$ cat config.mk
export PLATFORM = sky130hd
export DESIGN_NAME = regfile_wb_sequencer_flat
export DESIGN_NICKNAME = d
export VERILOG_FILES = /design/src/rtl/regfile_wb_sequencer_if.sv /design/src/rtl/regfile_wb_sequencer.sv /design/src/flat_wrapper.sv
export SDC_FILE = /design/constraint.sdc
export NUM_CORES = 1
export LEC_CHECK = 0
export CORE_MARGIN = 5
export CORE_UTILIZATION = 35
export DETAILED_ROUTE_END_ITERATION = 8
export SYNTH_ARGS = -nofsm -noshare
export SYNTH_HDL_FRONTEND = slang
export SYNTH_SLANG_ARGS = --single-unit
$ cat constraint.sdc
create_clock -name clk -period 3.95 [get_ports clk]
set_input_delay 0.79 -clock clk [delete_from_list [all_inputs] [get_ports clk]]
set_output_delay 0.79 -clock clk [all_outputs]
set_load 0.005 [all_outputs]
$ cat src/rtl/regfile_wb_sequencer_if.sv
// Write-back request channel for the register-file sequencer.
// Carries the E and M destinations of one instruction with a valid/ready handshake.
interface regfile_wb_sequencer_if #(
  parameter int DW = 64
);
  logic          wb_valid;
  logic          wb_ready;
  logic [3:0]    wb_dstE;
  logic [DW-1:0] wb_valE;
  logic [3:0]    wb_dstM;
  logic [DW-1:0] wb_valM;

  modport master (
    output wb_valid,
    output wb_dstE,
    output wb_valE,
    output wb_dstM,
    output wb_valM,
    input  wb_ready
  );

  modport slave (
    input  wb_valid,
    input  wb_dstE,
    input  wb_valE,
    input  wb_dstM,
    input  wb_valM,
    output wb_ready
  );
endinterface

$ cat src/rtl/regfile_wb_sequencer.sv
// Y86-64 write-back sequencer: serialises E then M writes onto one RF port.
// Pending-write scoreboard is built only when REGFILE_SCOREBOARD_EN is defined.
module regfile_wb_sequencer #(
  parameter int NREG = 15,
  parameter int DW   = 64
) (
  input  logic                clk,
  input  logic                rst,
  regfile_wb_sequencer_if.slave wb,
  output logic                rf_we,
  output logic [3:0]          rf_waddr,
  output logic [DW-1:0]       rf_wdata,
  input  logic [3:0]          rd_srcA,
  input  logic [3:0]          rd_srcB,
  output logic [NREG-1:0]     pend_mask,
  output logic                rd_hazard
);

  localparam logic [3:0] RNONE = 4'hF;

  typedef enum logic [1:0] {
    S_IDLE,
    S_WE,
    S_WM
  } state_t;

  state_t        st_q, st_d;
  logic [3:0]    dstE_q, dstM_q;
  logic [DW-1:0] valE_q, valM_q;
  logic          fin;
  logic          accept;

  always_comb begin
    st_d = st_q;
    fin  = 1'b0;
    unique case (st_q)
      S_IDLE: fin = 1'b1;
      S_WE: begin
        if (dstM_q != RNONE) st_d = S_WM;
        else                 fin  = 1'b1;
      end
      S_WM:   fin = 1'b1;
      default: fin = 1'b1;
    endcase
    // Ready exactly in the last write cycle lets the next request follow with no bubble
    if (fin) begin
      if (accept) begin
        if (wb.wb_dstE != RNONE)      st_d = S_WE;
        else if (wb.wb_dstM != RNONE) st_d = S_WM;
        else                          st_d = S_IDLE;
      end else begin
        st_d = S_IDLE;
      end
    end
  end

  assign wb.wb_ready = fin;
  assign accept      = wb.wb_valid && fin;

  always_ff @(posedge clk) begin
    if (rst) begin
      st_q   <= S_IDLE;
      dstE_q <= RNONE;
      dstM_q <= RNONE;
      valE_q <= '0;
      valM_q <= '0;
    end else begin
      st_q <= st_d;
      if (accept) begin
        dstE_q <= wb.wb_dstE;
        valE_q <= wb.wb_valE;
        dstM_q <= wb.wb_dstM;
        valM_q <= wb.wb_valM;
      end
    end
  end

  always_comb begin
    rf_we    = 1'b0;
    rf_waddr = RNONE;
    rf_wdata = '0;
    unique case (1'b1)
      (st_q == S_WE): begin
        rf_we    = 1'b1;
        rf_waddr = dstE_q;
        rf_wdata = valE_q;
      end
      (st_q == S_WM): begin
        rf_we    = 1'b1;
        rf_waddr = dstM_q;
        rf_wdata = valM_q;
      end
      default: ;
    endcase
  end

`ifdef REGFILE_SCOREBOARD_EN
  logic [15:0] pend_ext;

  // 0xF never matches since r stays below NREG
  always_comb begin
    pend_mask = '0;
    for (int r = 0; r < NREG; r++) begin
      pend_mask[r] = ((st_q == S_WE) && (dstE_q == 4'(r)))
                  || ((st_q != S_IDLE) && (dstM_q == 4'(r)));
    end
  end

  assign pend_ext  = {{(16-NREG){1'b0}}, pend_mask};
  assign rd_hazard = ((rd_srcA != RNONE) && pend_ext[rd_srcA])
                  || ((rd_srcB != RNONE) && pend_ext[rd_srcB]);
`else
  logic unused_rd;
  assign unused_rd = ^{rd_srcA, rd_srcB};
  assign pend_mask = '0;
  assign rd_hazard = 1'b0;
`endif

endmodule

$ cat src/flat_wrapper.sv
// flat-port wrapper written by rule: the top's interface ports become plain ports
module regfile_wb_sequencer_flat 
#(
  parameter int NREG = 15,
  parameter int DW   = 64
)
  (clk, rst, rf_we, rf_waddr, rf_wdata, rd_srcA, rd_srcB, pend_mask, rd_hazard, wb_wb_valid, wb_wb_dstE, wb_wb_valE, wb_wb_dstM, wb_wb_valM, wb_wb_ready);
  regfile_wb_sequencer_if #(.DW(DW)) wb_i ();
  input  logic clk;
  input  logic rst;
  output logic rf_we;
  output logic [3:0] rf_waddr;
  output logic [DW-1:0] rf_wdata;
  input  logic [3:0] rd_srcA;
  input  logic [3:0] rd_srcB;
  output logic [NREG-1:0] pend_mask;
  output logic rd_hazard;
  input wire logic [$bits(wb_i.wb_valid)-1:0] wb_wb_valid;
  input wire logic [$bits(wb_i.wb_dstE)-1:0] wb_wb_dstE;
  input wire logic [$bits(wb_i.wb_valE)-1:0] wb_wb_valE;
  input wire logic [$bits(wb_i.wb_dstM)-1:0] wb_wb_dstM;
  input wire logic [$bits(wb_i.wb_valM)-1:0] wb_wb_valM;
  output wire logic [$bits(wb_i.wb_ready)-1:0] wb_wb_ready;
  assign wb_i.wb_valid = wb_wb_valid;
  assign wb_i.wb_dstE = wb_wb_dstE;
  assign wb_i.wb_valE = wb_wb_valE;
  assign wb_i.wb_dstM = wb_wb_dstM;
  assign wb_i.wb_valM = wb_wb_valM;
  assign wb_wb_ready = wb_i.wb_ready;
  regfile_wb_sequencer #(.NREG(NREG), .DW(DW)) u_core (.clk(clk), .rst(rst), .wb(wb_i), .rf_we(rf_we), .rf_waddr(rf_waddr), .rf_wdata(rf_wdata), .rd_srcA(rd_srcA), .rd_srcB(rd_srcB), .pend_mask(pend_mask), .rd_hazard(rd_hazard));
endmodule
==> metrics <==
final instance area=11200 sq um; result of the run=completed; final wirelength=30400 um; area grow syn2layout=29.1%; commonest non-fill, non-tap cell in the layout=clkdlybuf4s50_1; Post-synth EDFFs=0; Metal-1 WL=14000 um; setup tns final=0 ps; Rows=57; peak supply drop=196 uV; DP Cell Count=1528; drt first pass iters=5; Hold WS=499 ps; critical path's slowest cell=clkdlybuf4s50_1; I/O pins=233; HPWL after detailed placement=18000 um; Vias=9596; most frequent cells in the layout=clkdlybuf4s50_1 (206), nand2_1 (193), dfxtp_1 (138); Worst Hold Path EP=u_core.dstE_q[3]$_SDFFE_PP1P_; flops & latches, synth=138; Synth warnings=0; cell taking the most area after synthesis=dfxtp_1; Cell Area, Synth=8700 sq um; die width=168 um; Power Density=366 nW/um^2; R2R depth=5; Initial Util=0.357; CTS tree=yes; drc violations=0; fin. max-slew vios=0; Max Used Layer=met4; GRT overflow=0; first-pass GRT wire length=48800 um; core box area=24400 sq um; Fin Clk Skew=10.3 ps; Max-cap violations=0; RSZ-0062 raised after global routing=false; period utilization=0.839; post-synthesis cell type count=26; layout cell share with drive strength beyond 1=0.0510; initial antenna violation count=0; met2 WL=14100 um; Worst setup EP type=output port; # resized after CTS=0; critical path class=register to output port; pin count of the biggest net entering global routing=129; CP cell instances=ha_4 > buf_12 > nand2_1 > a21oi_1 > clkdlybuf4s50_1; Gate Count Post-Synth=1136; area share of the largest cell type after synthesis=0.317; CP Launch Type=register; total CTS buffers=17; Hold Crit Start=u_core.dstE_q[3]$_SDFFE_PP1P_; Final Hold Fails=0; sequential area share after synthesis=0.317; Placed Area=10700 sq um; Final Critical Period=3320 ps; hold path depth=2; root buffer cell=clkbuf_16; critical path arrival=2530 ps; H-tree Lvls=4; Worst-Margin Slew=839 ps; I/O Buffers=208; Post-CTS Setup Bufs=0; hold_buf cts=0; DR WL/cell=19.5 um; DRT iter0 DRCs=906; FF-to-FF End=u_core.dstM_q[0]$_SDFFE_PP1P_; vias in the first global route=8839; slew margin rel.=0.441; Final setup violation count=0; Die Ht=168 um; reg-to-reg slack, setup=1440 ps; GRT Overall Usage=0.206; critical-path maximum fanout=53; GP Congestion=0.829; antenna-violating nets left=0; ant diodes=0; die area=28100 sq um; fmax=302 MHz; clock sink count=138; largest cells by area after synthesis=dfxtp_1 (32%), nor3b_1 (11%), nand4_1 (9.3%); CTS clk-pin slew, worst paths=60 ps; final net count=1372; Worst Hold Class=register to register; Non-Filler Instances=1560; max incr delay on CP=550 ps; Via density=6.15; Met3 Wirelength=1920 um; leakage power=3.31 nW; clock latency on the worst-skew pair=420 ps; worst path required time=3160 ps; worst r2r src=u_core.dstM_q[2]$_SDFFE_PP1P_; Core Util, Final=0.461; synthesized area per cell=7.66 sq um; Post-synth top flop=dfxtp_1; clock buffer depth=2; Async SR Flop Fraction=0
==> cell usage after synthesis (6+ instances only) <==
| cell type | count |
|---|---|
| buf_4 | 21 |
| buf_1 | 6 |
| buf_2 | 51 |
| o311ai_1 | 59 |
| buf_6 | 10 |
| a31oi_1 | 128 |
| o311ai_0 | 69 |
| clkbuf_1 | 90 |
| dfxtp_1 | 138 |
| inv_1 | 7 |
| nand2_1 | 193 |
| nor3b_1 | 129 |
| o21ai_0 | 8 |
| a21oi_1 | 71 |
| nand4_1 | 130 |
| o211ai_1 | 8 |
==> worst max-delay path, delay by kind of cell, from the launching register on <==
kind / cells / cell delay [ps]
buf+inv: 2 / 860
simple gates: 1 / 110
compound gates: 1 / 210
flops: 1 / 380
fa+ha+maj: 1 / 500
==> report_power, final <==
part	total (W)	internal, W	switching (W)
Combinational	0.000909	0.000379	0.000529
Sequential	0.00163	0.00155	0.0000864
Clock	0.00157	0.000888	0.000681
==> final cells by class <==
class | count | area [sq um]
multi-input combinational | 826 | 5100
inverter | 9 | 38.8
clock inverter | 13 | 119
tap | 324 | 405
timing repair buffer | 231 | 2360
fill | 2429 | 13200
sequential | 138 | 2760
clock buffer | 19 | 443
==> metrics by stage <==
stage / total power, W / setup slack, ps
final: 0.00411 / 634
after floorplan: 0.00224 / 1730
after global placement: 0.00255 / 1090
after global routing: 0.00430 / 520
after detailed placement: 0.00257 / 1110
after CTS: 0.00414 / 645
==> registers in the layout, summed over array words and instances, names as in the netlist <==
register       flops
u_core.valE_q     64
u_core.valM_q     64
u_core.dstE_q      4
u_core.dstM_q      4
u_core.st_q        2
==> kinds of logic (layout without fill, tap and decap cells) <==
| kind of cell | after synthesis | count (layout) | synth area share |
|---|---|---|---|
| adders and majority gates | 2 | 2 | 0.00288 |
| buffers and inverters | 187 | 272 | 0.106 |
| AOI/OAI and AO/OA | 347 | 347 | 0.279 |
| DFF | 138 | 138 | 0.317 |
| and+or+nand+nor | 461 | 461 | 0.295 |
| other | 1 | 16 | 0.000431 |
==> worst max path at each step <==
stage          slack (ps)                        start            to  depth (start not counted)
6_report              630  u_core.st_q[0]$_SDFFE_PP0P_  rf_wdata[32]                          5
5_1_grt               520  u_core.st_q[1]$_SDFFE_PP0P_  rf_wdata[32]                          6
4_1_cts               650  u_core.st_q[0]$_SDFFE_PP0P_  rf_wdata[26]                          5
3_5_place_dp         1110  u_core.st_q[1]$_SDFFE_PP0P_  rf_wdata[14]                          6
3_3_place_gp         1090  u_core.st_q[0]$_SDFFE_PP0P_  rf_wdata[30]                          5
2_1_floorplan        1730  u_core.st_q[0]$_SDFFE_PP0P_         rf_we                          6
==> layer usage <==
metal  global-route usage  up-vias
met3               0.0363       23
met1                0.290     4611
met5                    0        -
met4               0.0498        0
met2                0.331      373
li1                     -     4589
Power figures use the tool's default switching activity.
